File: config.mk
export PLATFORM = sky130hd
export DESIGN_NAME = nfu3_ctrl
export DESIGN_NICKNAME = d
export VERILOG_FILES = /design/src/rtl/nfu3_pkg.sv /design/src/rtl/nfu3_out_fifo.sv /design/src/rtl/nfu3_ctrl.sv
export SDC_FILE = /design/constraint.sdc
export NUM_CORES = 1
export LEC_CHECK = 0
export ABC_AREA = 1
export BUFFER_PORTS_ARGS = -buffer_cell sky130_fd_sc_hd__buf_2
export CAP_MARGIN = 30
export CORE_AREA = 4 4 476 478
export DETAILED_ROUTE_END_ITERATION = 12
export DIE_AREA = 0 0 480 482
export GPL_TIMING_DRIVEN = 0
export SLEW_MARGIN = 5
export SYNTH_ARGS = -nofsm -noshare
export SYNTH_HDL_FRONTEND = slang
export SYNTH_SLANG_ARGS = --single-unit
File: constraint.sdc
create_clock -name clk -period 12.17 [get_ports clk]
set_input_delay 2.434 -clock clk [delete_from_list [all_inputs] [get_ports clk]]
set_output_delay 2.434 -clock clk [all_outputs]
set_load 0.005 [all_outputs]
File: src/rtl/nfu3_pkg.sv
// Shared types and constants for the NFU-3 sequencer: FSM states, sigmoid
// pipeline latency and the admit-register helpers.
package nfu3_pkg;

  typedef enum logic [1:0] {
    ST_IDLE  = 2'd0,
    ST_LOAD  = 2'd1,
    ST_RUN   = 2'd2,
    ST_DRAIN = 2'd3
  } state_e;

  localparam int NFU3_LAT = 2;
  localparam int SEG_W    = 4;
  localparam int ADMIT_W  = NFU3_LAT + 1;
  localparam int INFL_W   = $clog2(ADMIT_W + 1);

  // Number of vectors currently travelling through the sigmoid pipeline.
  function automatic logic [INFL_W-1:0] admit_popcount(input logic [ADMIT_W-1:0] v);
    logic [INFL_W-1:0] cnt;
    cnt = '0;
    for (int i = 0; i < ADMIT_W; i++) begin
      cnt = cnt + INFL_W'(v[i]);
    end
    return cnt;
  endfunction

endpackage

File: src/rtl/nfu3_out_fifo.sv
// Result buffer between the NFU-3 pipeline and the downstream consumer:
// DEPTH x W synchronous FIFO exposing its occupancy for credit accounting.
module nfu3_out_fifo #(
  parameter int DEPTH = 4,
  parameter int W     = 256
) (
  input  logic                       clk,
  input  logic                       rst_n,
  input  logic                       i_push,
  input  logic [W-1:0]               i_data,
  input  logic                       i_pop,
  output logic [W-1:0]               o_data,
  output logic                       o_empty,
  output logic [$clog2(DEPTH+1)-1:0] o_count
);

  localparam int PTR_W = (DEPTH > 1) ? $clog2(DEPTH) : 1;
  localparam int CNT_W = $clog2(DEPTH + 1);

  logic [W-1:0]     mem_q [DEPTH];
  logic [PTR_W-1:0] wr_q, wr_d, rd_q, rd_d;
  logic [CNT_W-1:0] cnt_q, cnt_d;
  logic             full, do_push, do_pop;

  assign o_empty = (cnt_q == '0);
  assign full    = (cnt_q == CNT_W'(DEPTH));
  assign do_pop  = i_pop && !o_empty;
  assign do_push = i_push && (!full || do_pop);
  assign o_count = cnt_q;
  assign o_data  = o_empty ? '0 : mem_q[rd_q];

  // NOTE: every always_comb output gets a default first so no path leaves it unassigned (no latch).
  always_comb begin
    wr_d  = wr_q;
    rd_d  = rd_q;
    cnt_d = cnt_q;
    if (do_push) wr_d = (wr_q == PTR_W'(DEPTH - 1)) ? '0 : wr_q + PTR_W'(1);
    if (do_pop)  rd_d = (rd_q == PTR_W'(DEPTH - 1)) ? '0 : rd_q + PTR_W'(1);
    unique case ({do_push, do_pop})
      2'b10:   cnt_d = cnt_q + CNT_W'(1);
      2'b01:   cnt_d = cnt_q - CNT_W'(1);
      default: cnt_d = cnt_q;
    endcase
  end

  // NOTE: state flops use non-blocking assignments so all of them update together at the edge.
  always_ff @(posedge clk or negedge rst_n) begin
    if (!rst_n) begin
      wr_q  <= '0;
      rd_q  <= '0;
      cnt_q <= '0;
    end else begin
      wr_q  <= wr_d;
      rd_q  <= rd_d;
      cnt_q <= cnt_d;
    end
  end

  // NOTE: storage is deliberately not reset; pointers and count define validity.
  always_ff @(posedge clk) begin
    if (do_push) mem_q[wr_q] <= i_data;
  end

  // Credit admission upstream must make a push into a full buffer impossible.
  a_no_overflow: assert property (@(posedge clk) disable iff (!rst_n) !(i_push && full));

endmodule

File: src/rtl/nfu3_ctrl.sv
// NFU-3 sequencer: coefficient reload, rounder control hold and credit-based
// metering of NFU-2 vectors. Define NFU3_CTRL_PERF_EN to build the perf counters.
module nfu3_ctrl
  import nfu3_pkg::*;
#(
  parameter int N       = 16,
  parameter int Tn      = 16,
  parameter int BIT_IDX = 4,
  parameter int NUM_SEG = 16,
  parameter int DEPTH   = 4
) (
  input  logic                clk,
  input  logic                rst_n,
  input  logic                i_cfg_start,
  input  logic                i_cfg_valid,
  output logic                o_cfg_ready,
  input  logic [2*N-1:0]      i_cfg_coef,
  input  logic [N-1:0]        i_max,
  input  logic [N-1:0]        i_min,
  input  logic [BIT_IDX-1:0]  i_offset,
  input  logic                i_in_valid,
  output logic                o_in_ready,
  input  logic [Tn*N-1:0]     i_in_data,
  output logic [Tn*N-1:0]     o_x,
  output logic [2*N-1:0]      o_coef,
  output logic                o_load_coef,
  output logic [N-1:0]        o_max,
  output logic [N-1:0]        o_min,
  output logic [BIT_IDX-1:0]  o_offset,
  input  logic [Tn*N-1:0]     i_nfu3_out,
  output logic                o_out_valid,
  input  logic                i_out_ready,
  output logic [Tn*N-1:0]     o_out_data,
  output logic                o_coef_loaded,
  output logic [31:0]         o_perf_vec_cnt,
  output logic [31:0]         o_perf_stall_cnt
);

  localparam int SEG_CW = $clog2(NUM_SEG + 1);
  localparam int CNT_W  = $clog2(DEPTH + 1);
  localparam int CRD_W  = CNT_W + 1;

  state_e             state_q, state_d;
  logic [SEG_CW-1:0]  seg_q, seg_d;
  logic [ADMIT_W-1:0] admit_q, admit_d;
  logic [Tn*N-1:0]    x_q, x_d;
  logic [2*N-1:0]     coef_q, coef_d;
  logic               load_coef_q, load_coef_d;
  logic [N-1:0]       max_q, max_d, min_q, min_d;
  logic [BIT_IDX-1:0] offset_q, offset_d;
  logic               loaded_q, loaded_d;

  logic [INFL_W-1:0]  inflight;
  logic [CNT_W-1:0]   fifo_count;
  logic               fifo_empty, pop;
  logic [CRD_W-1:0]   committed, limit;
  logic               in_ready, in_acc, cfg_ready, cfg_acc;

  assign inflight  = admit_popcount(admit_q);
  assign pop       = !fifo_empty && i_out_ready;

  // A slot freed by this cycle's pop is reusable: the new vector lands NFU3_LAT+1 cycles later.
  assign committed = CRD_W'(inflight) + CRD_W'(fifo_count);
  assign limit     = CRD_W'(DEPTH) + CRD_W'(pop);
  assign in_ready  = (state_q == ST_RUN) && (committed < limit);
  assign in_acc    = in_ready && i_in_valid;
  assign cfg_ready = (state_q == ST_LOAD) && (seg_q < SEG_CW'(NUM_SEG));
  assign cfg_acc   = cfg_ready && i_cfg_valid;

  always_comb begin
    state_d     = state_q;
    seg_d       = seg_q;
    admit_d     = {admit_q[ADMIT_W-2:0], in_acc};
    x_d         = x_q;
    coef_d      = coef_q;
    load_coef_d = cfg_acc;
    max_d       = max_q;
    min_d       = min_q;
    offset_d    = offset_q;
    loaded_d    = loaded_q;
    unique case (state_q)
      ST_IDLE: begin
        if (i_cfg_start) begin
          state_d  = ST_LOAD;
          seg_d    = '0;
          max_d    = i_max;
          min_d    = i_min;
          offset_d = i_offset;
        end
      end
      ST_LOAD: begin
        if (cfg_acc) begin
          coef_d = i_cfg_coef;
          x_d    = {Tn{seg_q[SEG_W-1:0], {(N-SEG_W){1'b0}}}};
          seg_d  = seg_q + SEG_CW'(1);
        end else if (seg_q == SEG_CW'(NUM_SEG)) begin
          state_d  = ST_RUN;
          loaded_d = 1'b1;
        end
      end
      ST_RUN: begin
        if (in_acc) x_d = i_in_data;
        if (i_cfg_start) state_d = ST_DRAIN;
      end
      ST_DRAIN: begin
        // Controls change only once the pipeline no longer holds vectors that used them.
        if (inflight == '0) begin
          state_d  = ST_LOAD;
          seg_d    = '0;
          max_d    = i_max;
          min_d    = i_min;
          offset_d = i_offset;
        end
      end
      default: state_d = ST_IDLE;
    endcase
  end

  always_ff @(posedge clk or negedge rst_n) begin
    if (!rst_n) begin
      state_q     <= ST_IDLE;
      seg_q       <= '0;
      admit_q     <= '0;
      x_q         <= '0;
      coef_q      <= '0;
      load_coef_q <= 1'b0;
      max_q       <= '0;
      min_q       <= '0;
      offset_q    <= '0;
      loaded_q    <= 1'b0;
    end else begin
      state_q     <= state_d;
      seg_q       <= seg_d;
      admit_q     <= admit_d;
      x_q         <= x_d;
      coef_q      <= coef_d;
      load_coef_q <= load_coef_d;
      max_q       <= max_d;
      min_q       <= min_d;
      offset_q    <= offset_d;
      loaded_q    <= loaded_d;
    end
  end

  nfu3_out_fifo #(
    .DEPTH (DEPTH),
    .W     (Tn * N)
  ) u_out_fifo (
    .clk     (clk),
    .rst_n   (rst_n),
    .i_push  (admit_q[ADMIT_W-1]),
    .i_data  (i_nfu3_out),
    .i_pop   (pop),
    .o_data  (o_out_data),
    .o_empty (fifo_empty),
    .o_count (fifo_count)
  );

  assign o_cfg_ready   = cfg_ready;
  assign o_in_ready    = in_ready;
  assign o_x           = x_q;
  assign o_coef        = coef_q;
  assign o_load_coef   = load_coef_q;
  assign o_max         = max_q;
  assign o_min         = min_q;
  assign o_offset      = offset_q;
  assign o_out_valid   = !fifo_empty;
  assign o_coef_loaded = loaded_q;

`ifdef NFU3_CTRL_PERF_EN
  logic [31:0] vec_cnt_q, vec_cnt_d, stall_cnt_q, stall_cnt_d;

  always_comb begin
    vec_cnt_d   = vec_cnt_q + {31'b0, in_acc};
    stall_cnt_d = stall_cnt_q;
    if ((state_q == ST_RUN || state_q == ST_DRAIN) && i_in_valid && !in_ready)
      stall_cnt_d = stall_cnt_q + 32'd1;
  end

  always_ff @(posedge clk or negedge rst_n) begin
    if (!rst_n) begin
      vec_cnt_q   <= '0;
      stall_cnt_q <= '0;
    end else begin
      vec_cnt_q   <= vec_cnt_d;
      stall_cnt_q <= stall_cnt_d;
    end
  end

  assign o_perf_vec_cnt   = vec_cnt_q;
  assign o_perf_stall_cnt = stall_cnt_q;
`else
  assign o_perf_vec_cnt   = '0;
  assign o_perf_stall_cnt = '0;
`endif

endmodule
==> results by group, run 1 <==
Status
  – Outcome: finished, final reports clean

Floorplanning
  – Die Footprint: 231000 um^2
  – Core Box Area: 222000 um^2
  – Die height: 482 um
  – Ports: 1235
  – Die Wd: 480 um
  – Starting Density: 25.5%
  – Num rows: 173

STA
  – Final period util: 50.7%
  – Slew Limit Fails: 0
  – Skew final: 0.0391 ns
  – Count of final hold-check violations: 0
  – Tmin final: 6.17 ns
  – TNS Setup: 0 ns
  – RSZ-0062 raised after global routing: false
  – Slew HR: 34.1%
  – FMAX: 0.162 GHz
  – Worst Hold Slack: 0.427 ns
  – Setup slack after layout: 6.00 ns
  – Worst slew pin tran: 0.989 ns
  – Final setup viols: 0

Placement
  – GPL Wtd Cong: 0.967
  – Dpl ws: 6.65 ns
  – Placed Cells: 9426
  – DP Wirelength: 189 mm
  – Dpl cell area: 67600 um^2
  – # port buffers: 1170

Route
  – Initial DRC count: 3456
  – WL/cell: 24.7 um
  – Max layer used: met5
  – Metal2 WL: 121 mm
  – WL final: 241 mm
  – M1 WL: 81.7 mm
  – Total number of vias: 44139
  – Vias per cell: 4.52
  – Drt first pass iters: 6
  – WL met3: 21.3 mm
  – Routed Antenna Nets: 0
  – DRC: 0

Logic synthesis
  – Mapped cell area: 56500 um^2
  – Synth unique cells: 35
  – Post-synth top area cell: edfxtp_1
  – Dominant cells by area after synthesis: edfxtp_1 54%, dfrtp_1 15%, nor2_1 6.9%
  – Number of synthesized register bits: 1367
  – Synth warn: 0
  – Yosys top cell area share: 54.4%
  – Mean post-synth cell area: 10.9 um^2
  – Post-Synthesis Cells: 5163
  – Sequential area share after synthesis: 69.6%

CTS
  – # hold bufs at CTS: 0
  – Clock Tree Root: clkbuf_16
  – H-tree level count: 4
  – Clock buffer count from CTS: 154
  – CTS Buffer Depth: 3
  – Worst-path clk slew: 0.06 ns
  – Postcts setup bufs: 0
  – Clk Latency, worst-skew pair: 0.81 ns
  – Post-cts resize count: 0
  – Sink Count: 1367
  – TritonCTS clock tree: built

Layout
  – P&R area growth vs syn: 28.5%
  – Finished Cell Area: 72600 um^2
  – Share of cells above drive strength 1: 27.3%
  – Fin nets: 7212
  – Fillers: 22487
  – Final core utilization: 32.7%
  – Non-Filler Instances: 9767

Job
  – Maxcap violations: 0

Global routing
  – Grt ovf: 0
  – First-pass GRT wire length: 328 mm
  – Gr usage total: 19.9%
  – Initial antenna violation count: 122
  – Largest net degree at the start of global routing: 101
  – Vias in the first global route: 43488

Worst setup path
  – CP startpoint: u_out_fifo.rd_q[1]$_DFFE_PN0P_
  – CP endpoint: o_out_data[42]
  – CP Cell Sequence: clkbuf_1 > clkinv_1 > clkbuf_1 > clkbuf_1 > nor2_1 > o21ai_0 > a21oi_1 > buf_2
  – Reg-to-Reg Start: u_out_fifo.o_count[0]$_DFFE_PN0P_
  – Crit path DAT: 3.73 ns
  – WS Path Type: flip-flop to output port
  – CP Buf/Inv Count: 5
  – Worst reg2reg path depth: 12
  – Setup crit end kind: output port
  – Critical R2R Capture: u_out_fifo.mem_q[2][98]$_DFFE_PP_
  – Critical path peak fanout: 10
  – Slowest stage delay, CP: 0.52 ns
  – Most frequent CP cell: clkbuf_1
  – CP required: 9.74 ns
  – Critical Path Stages: 8
  – R2R setup slack: 8.71 ns
  – Delay-heaviest family, CP: buffers and inverters
  – Startpoint Class: flip-flop
  – Crit-path slowest cell: a21oi_1

Power and ir drop
  – Peak VDD IR: 162 uV
  – Power Dens Cells: 246 nW/um^2
  – Leakage: 31.7 nW
  – Overall power: 17.9 mW

Min path
  – Worst min-delay path category: flip-flop to flip-flop
## per-layer routing
metal | GRT usage [%] | up-vias
met5 | 0 | -
met4 | 12.3 | 72
met3 | 6.44 | 545
met2 | 35.2 | 1905
met1 | 20.4 | 21473
li1 | - | 20144
## cells in the final DEF, fill, tap and decap left out, types with 5 or more instances in the layout
cell type,count
buf_16,16
inv_6,5
buf_1,14
clkbuf_1,209
nor2_1,1032
clkbuf_16,155
edfxtp_1,1024
clkinv_1,27
clkbuf_8,10
buf_12,57
clkinv_2,15
ha_1,16
buf_6,15
buf_2,1269
buf_4,66
clkinv_4,5
clkinv_16,5
bufinv_16,5
diode_2,71
o21ai_0,561
nand2_2,182
inv_1,255
a21oi_1,259
nand2_1,800
nand3_1,265
dfrtp_1,343
conb_1,64
## synth_stat cells (all sizes together)
| library cell | n |
|---|---|
| xor2 | 4 |
| clkinv | 1 |
| nand3 | 267 |
| dfrtp | 343 |
| inv | 259 |
| fa | 3 |
| and3 | 1 |
| xnor2 | 2 |
| a21oi | 259 |
| o21bai | 2 |
| nand2 | 984 |
| nor3 | 1 |
| and2 | 2 |
| nor2 | 1038 |
| o21ai | 561 |
| ha | 16 |
| nand4 | 1 |
| clkbuf | 179 |
| buf | 215 |
| edfxtp | 1024 |
| conb | 1 |
## state kept, by name, indices dropped and copies added (netlist names)
name	cells
o_max	16
seg_q	5
o_min	16
o_load_coef	1
u_out_fifo.mem_q	1024
state_q	2
o_coef_loaded	1
u_out_fifo.wr_q	2
o_coef	32
o_x	256
o_offset	4
u_out_fifo.o_count	3
u_out_fifo.rd_q	2
admit_q	3
## logic make-up after synthesis
kind of cell    synth area share, %
buf+inv                        5.81
compound gates                 7.29
fa+ha+maj                     0.460
other cells                 0.00663
simple gates                   16.8
flops                          69.6
xor+xnor                     0.0930
## cell type report
type	count	area, um^2	area share (%)
inverters	260	978	1.35
well taps	2975	3720	5.13
repair buffers	1225	7060	9.72
plain buffers	394	2310	3.18
clock buffers	197	4140	5.70
diodes	71	178	0.245
clock inverters	73	727	1.00
flip-flops and latches	1367	39300	54.2
multi-input cells	3205	14200	19.5
## power breakdown
group | switching, mW | internal [mW]
Clock | 1.98 | 2.53
Sequential | 0.316 | 5.62
Combinational | 5.08 | 2.34
## how the worst min path moves through the flow
stage	startpoint	end	slack, ns	cells past startpoint
6_report	admit_q[1]$_DFF_PN0_	admit_q[2]$_DFF_PN0_	0.43	0
5_1_grt	admit_q[1]$_DFF_PN0_	admit_q[2]$_DFF_PN0_	0.45	0
4_1_cts	admit_q[1]$_DFF_PN0_	admit_q[2]$_DFF_PN0_	0.43	0
3_5_place_dp	admit_q[1]$_DFF_PN0_	admit_q[2]$_DFF_PN0_	0.41	0
3_3_place_gp	admit_q[1]$_DFF_PN0_	admit_q[2]$_DFF_PN0_	0.40	0
2_1_floorplan	admit_q[1]$_DFF_PN0_	admit_q[2]$_DFF_PN0_	0.39	0
No activity file was read; power rests on OpenSTA's default activity.
==> inputs of run 2 (changes only) <==
Clock period 12.17 ns to 5.4 ns, I/O delays scaled along.
==> run 2 against run 1 <==
Net effect: clock-buffer cell count up 7; non-clock buffer count up 6; core utilization up 0.17 points; hold slack worse by 0.23 ns; worst setup slack worse by 5.6 ns; die area unchanged; sequential power up 120%; sequential share of layout area down 0.27 points; critical endpoint is now o_out_data[61]; flip-flop and latch count unchanged; via count down 0.42%; critical path depth unchanged.
==> results by group, run 2 (synthesis results as in run 1) <==
CTS
  – TritonCTS clock tree: built
  – Postcts setup bufs: 0 (unchanged)
  – # hold bufs at CTS: 0 (unchanged)
  – CTS Buffer Depth: 3 (unchanged)
  – Clk Latency, worst-skew pair: 0.82 ns (about the same)
  – Clock Tree Root: clkbuf_16
  – Sink Count: 1367 (unchanged)
  – Clock buffer count from CTS: 155 (+0.65%)
  – Worst-path clk slew: 0.06 ns (about the same)
  – H-tree level count: 4 (unchanged)

STA
  – Final period util: 92.6%
  – Count of final hold-check violations: 0 (unchanged)
  – Slew HR: 33.9% (-0.15 points)
  – Worst slew pin tran: 0.991 ns (+0.00218 ns)
  – Tmin final: 5.00 ns
  – Setup slack after layout: 0.402 ns (-5.60 ns)
  – Final setup viols: 0 (unchanged)
  – Skew final: 0.0514 ns (+0.0123 ns)
  – Slew Limit Fails: 0 (unchanged)
  – Worst Hold Slack: 0.194 ns (-0.233 ns)
  – FMAX: 0.200 GHz
  – RSZ-0062 raised after global routing: false

Layout
  – Fin nets: 7219 (+0.097%)
  – Most common cell after layout, fill and taps aside: buf_2
  – Most frequent cells in the layout: 1269 x buf_2, 1032 x nor2_1, 1024 x edfxtp_1, 800 x nand2_1, 561 x o21ai_0
  – Register area: 39300 um^2 (unchanged)
  – Fillers: 22467 (-0.089%)
  – Max reg flops: 1024 (unchanged)
  – Share of cells above drive strength 1: 27.7% (+0.34 points)
  – Multi-input logic area: 14200 um^2 (about the same)
  – Finished Cell Area: 73000 um^2 (+0.51%)
  – P&R area growth vs syn: 29.1%
  – Final core utilization: 32.9% (+0.17 points)
  – Most flop-heavy register: u_out_fifo.mem_q

Worst setup path
  – Crit path DAT: 3.92 ns (+0.19 ns)
  – Critical R2R Capture: u_out_fifo.mem_q[2][103]$_DFFE_PP_
  – R2R setup slack: 1.99 ns (-6.72 ns)
  – Reg-to-Reg Start: u_out_fifo.o_count[0]$_DFFE_PN0P_
  – CP required: 4.32 ns (-5.42 ns)
  – Startpoint Class: flip-flop
  – Setup crit end kind: output port
  – Critical path peak fanout: 10 (unchanged)
  – WS Path Type: flip-flop to output port
  – Worst reg2reg path depth: 13 (+1)

Route
  – M1 WL: 82.1 mm (+0.51%)
  – Routed Antenna Nets: 0 (unchanged)
  – WL/cell: 24.3 um (-1.8%)
  – DRC: 0 (unchanged)
  – WL final: 237 mm (-1.8%)
  – Initial DRC count: 3068 (-11%)
  – Drt first pass iters: 5 (-1)
  – Total number of vias: 43952 (-0.42%)
  – Metal2 WL: 119 mm (-1.7%)
  – Vias per cell: 4.50 (-0.46%)
  – WL met3: 20.0 mm (-5.8%)
  – Max layer used: met5

Power and ir drop
  – Leakage: 31.8 nW (+0.58%)
  – Power Dens Cells: 560 nW/um^2 (+130%)
  – Peak VDD IR: 377 uV (+130%)

Global routing
  – Vias in the first global route: 43070 (-0.96%)
  – Grt ovf: 0 (unchanged)
  – First-pass GRT wire length: 324 mm (-1.3%)
  – Initial antenna violation count: 104 (-15%)
  – Largest net degree at the start of global routing: 110 (+8.9%)
  – Gr usage total: 19.6% (-0.36 points)

Floorplanning
  – Die height: 482 um (unchanged)
  – Core Box Area: 222000 um^2 (unchanged)
  – Die Footprint: 231000 um^2 (unchanged)
  – Starting Density: 25.5% (unchanged)
  – Ports: 1235 (unchanged)
  – Die Wd: 480 um (unchanged)
  – Num rows: 173 (unchanged)

Placement
  – # port buffers: 1170 (unchanged)
  – GPL Wtd Cong: 1.00 (+3.7%)
  – DP Wirelength: 184 mm (-2.3%)
  – Dpl cell area: 67700 um^2 (+0.19%)
  – Dpl ws: 0.770 ns (-5.88 ns)

Min path
  – Worst min-delay path category: primary input to asynchronous set/reset pin

Status
  – Outcome: finished, final reports clean

Job
  – Maxcap violations: 0 (unchanged)
==> run 2: cell types whose count changed in the layout (fill, tap and decap cells not counted), sizes merged <==
cell | previous run | this run
buf | 1440 | 1446
clkbuf | 376 | 383
bufinv | 5 | 11
clkinvlp | 4 | 6
diode | 71 | 59
clkinv | 56 | 47
inv | 268 | 272
==> run 2: area by class of cell <==
type                    instances  area share [%]
plain buffers                 394            3.16
clock inverters                76            1.25
repair buffers               1231            9.82
inverters                     260            1.36
flip-flops and latches       1367            53.9
clock buffers                 204            5.79
well taps                    2975            5.10
diodes                         59           0.202
multi-input cells            3205            19.4
==> run 2: how the worst max path moves through the flow <==
stage	startpoint	end	slack, ns	cells past startpoint
after global routing	u_out_fifo.rd_q[1]$_DFFE_PN0P_	o_out_data[77]	0.17	8
after global placement	rst_n	o_max[7]$_DFFE_PN0P_	-4.18	1
final	u_out_fifo.rd_q[1]$_DFFE_PN0P_	o_out_data[61]	0.40	8
after CTS	u_out_fifo.rd_q[1]$_DFFE_PN0P_	o_out_data[61]	0.11	8
after detailed placement	u_out_fifo.rd_q[1]$_DFFE_PN0P_	o_out_data[61]	0.77	8
after floorplan	i_out_ready	u_out_fifo.mem_q[0][0]$_DFFE_PP_	-0.17	5
==> run 2: worst max-delay path: stages, from the launching register on <==
cell and delay (ns):
dfrtp_1 0.35, clkbuf_1 0.56, clkinv_2 0.39, clkbuf_1 0.49, buf_2 0.36, nor2_1 0.12, o21ai_0 0.08, a21oi_1 0.53
buf_2 0.23
==> run 2: metal layers <==
metal,up-vias,global-route usage [%]
li1,20141,-
met1,21378,20.7
met5,-,0
met3,496,6.17
met2,1855,34.1
met4,82,11.7
==> run 2: power by group <==
part	leakage, nW	switching [mW]	internal, mW	total [mW]
registers	13.8	0.614	12.7	13.3
logic	15.6	11.6	5.36	17.0
clock network	2.48	4.53	6.11	10.6
==> run 2: repair_timing <==
item	4_1_cts	5_1_grt
setup endpoints to repair	4	0
gates resized for setup	1	0
hold endpoints to repair	0	0
==> run 2: per-stage QoR <==
stage                     setup TNS [ns]  power, mW  std cells
final                                  0       40.9       9771
after global routing                   0       43.2       9749
after CTS                              0       41.5       9712
after detailed placement               0       30.7       9432
after global placement          -5226.00       30.4       9371
after floorplan                  -164.81       21.9       5226
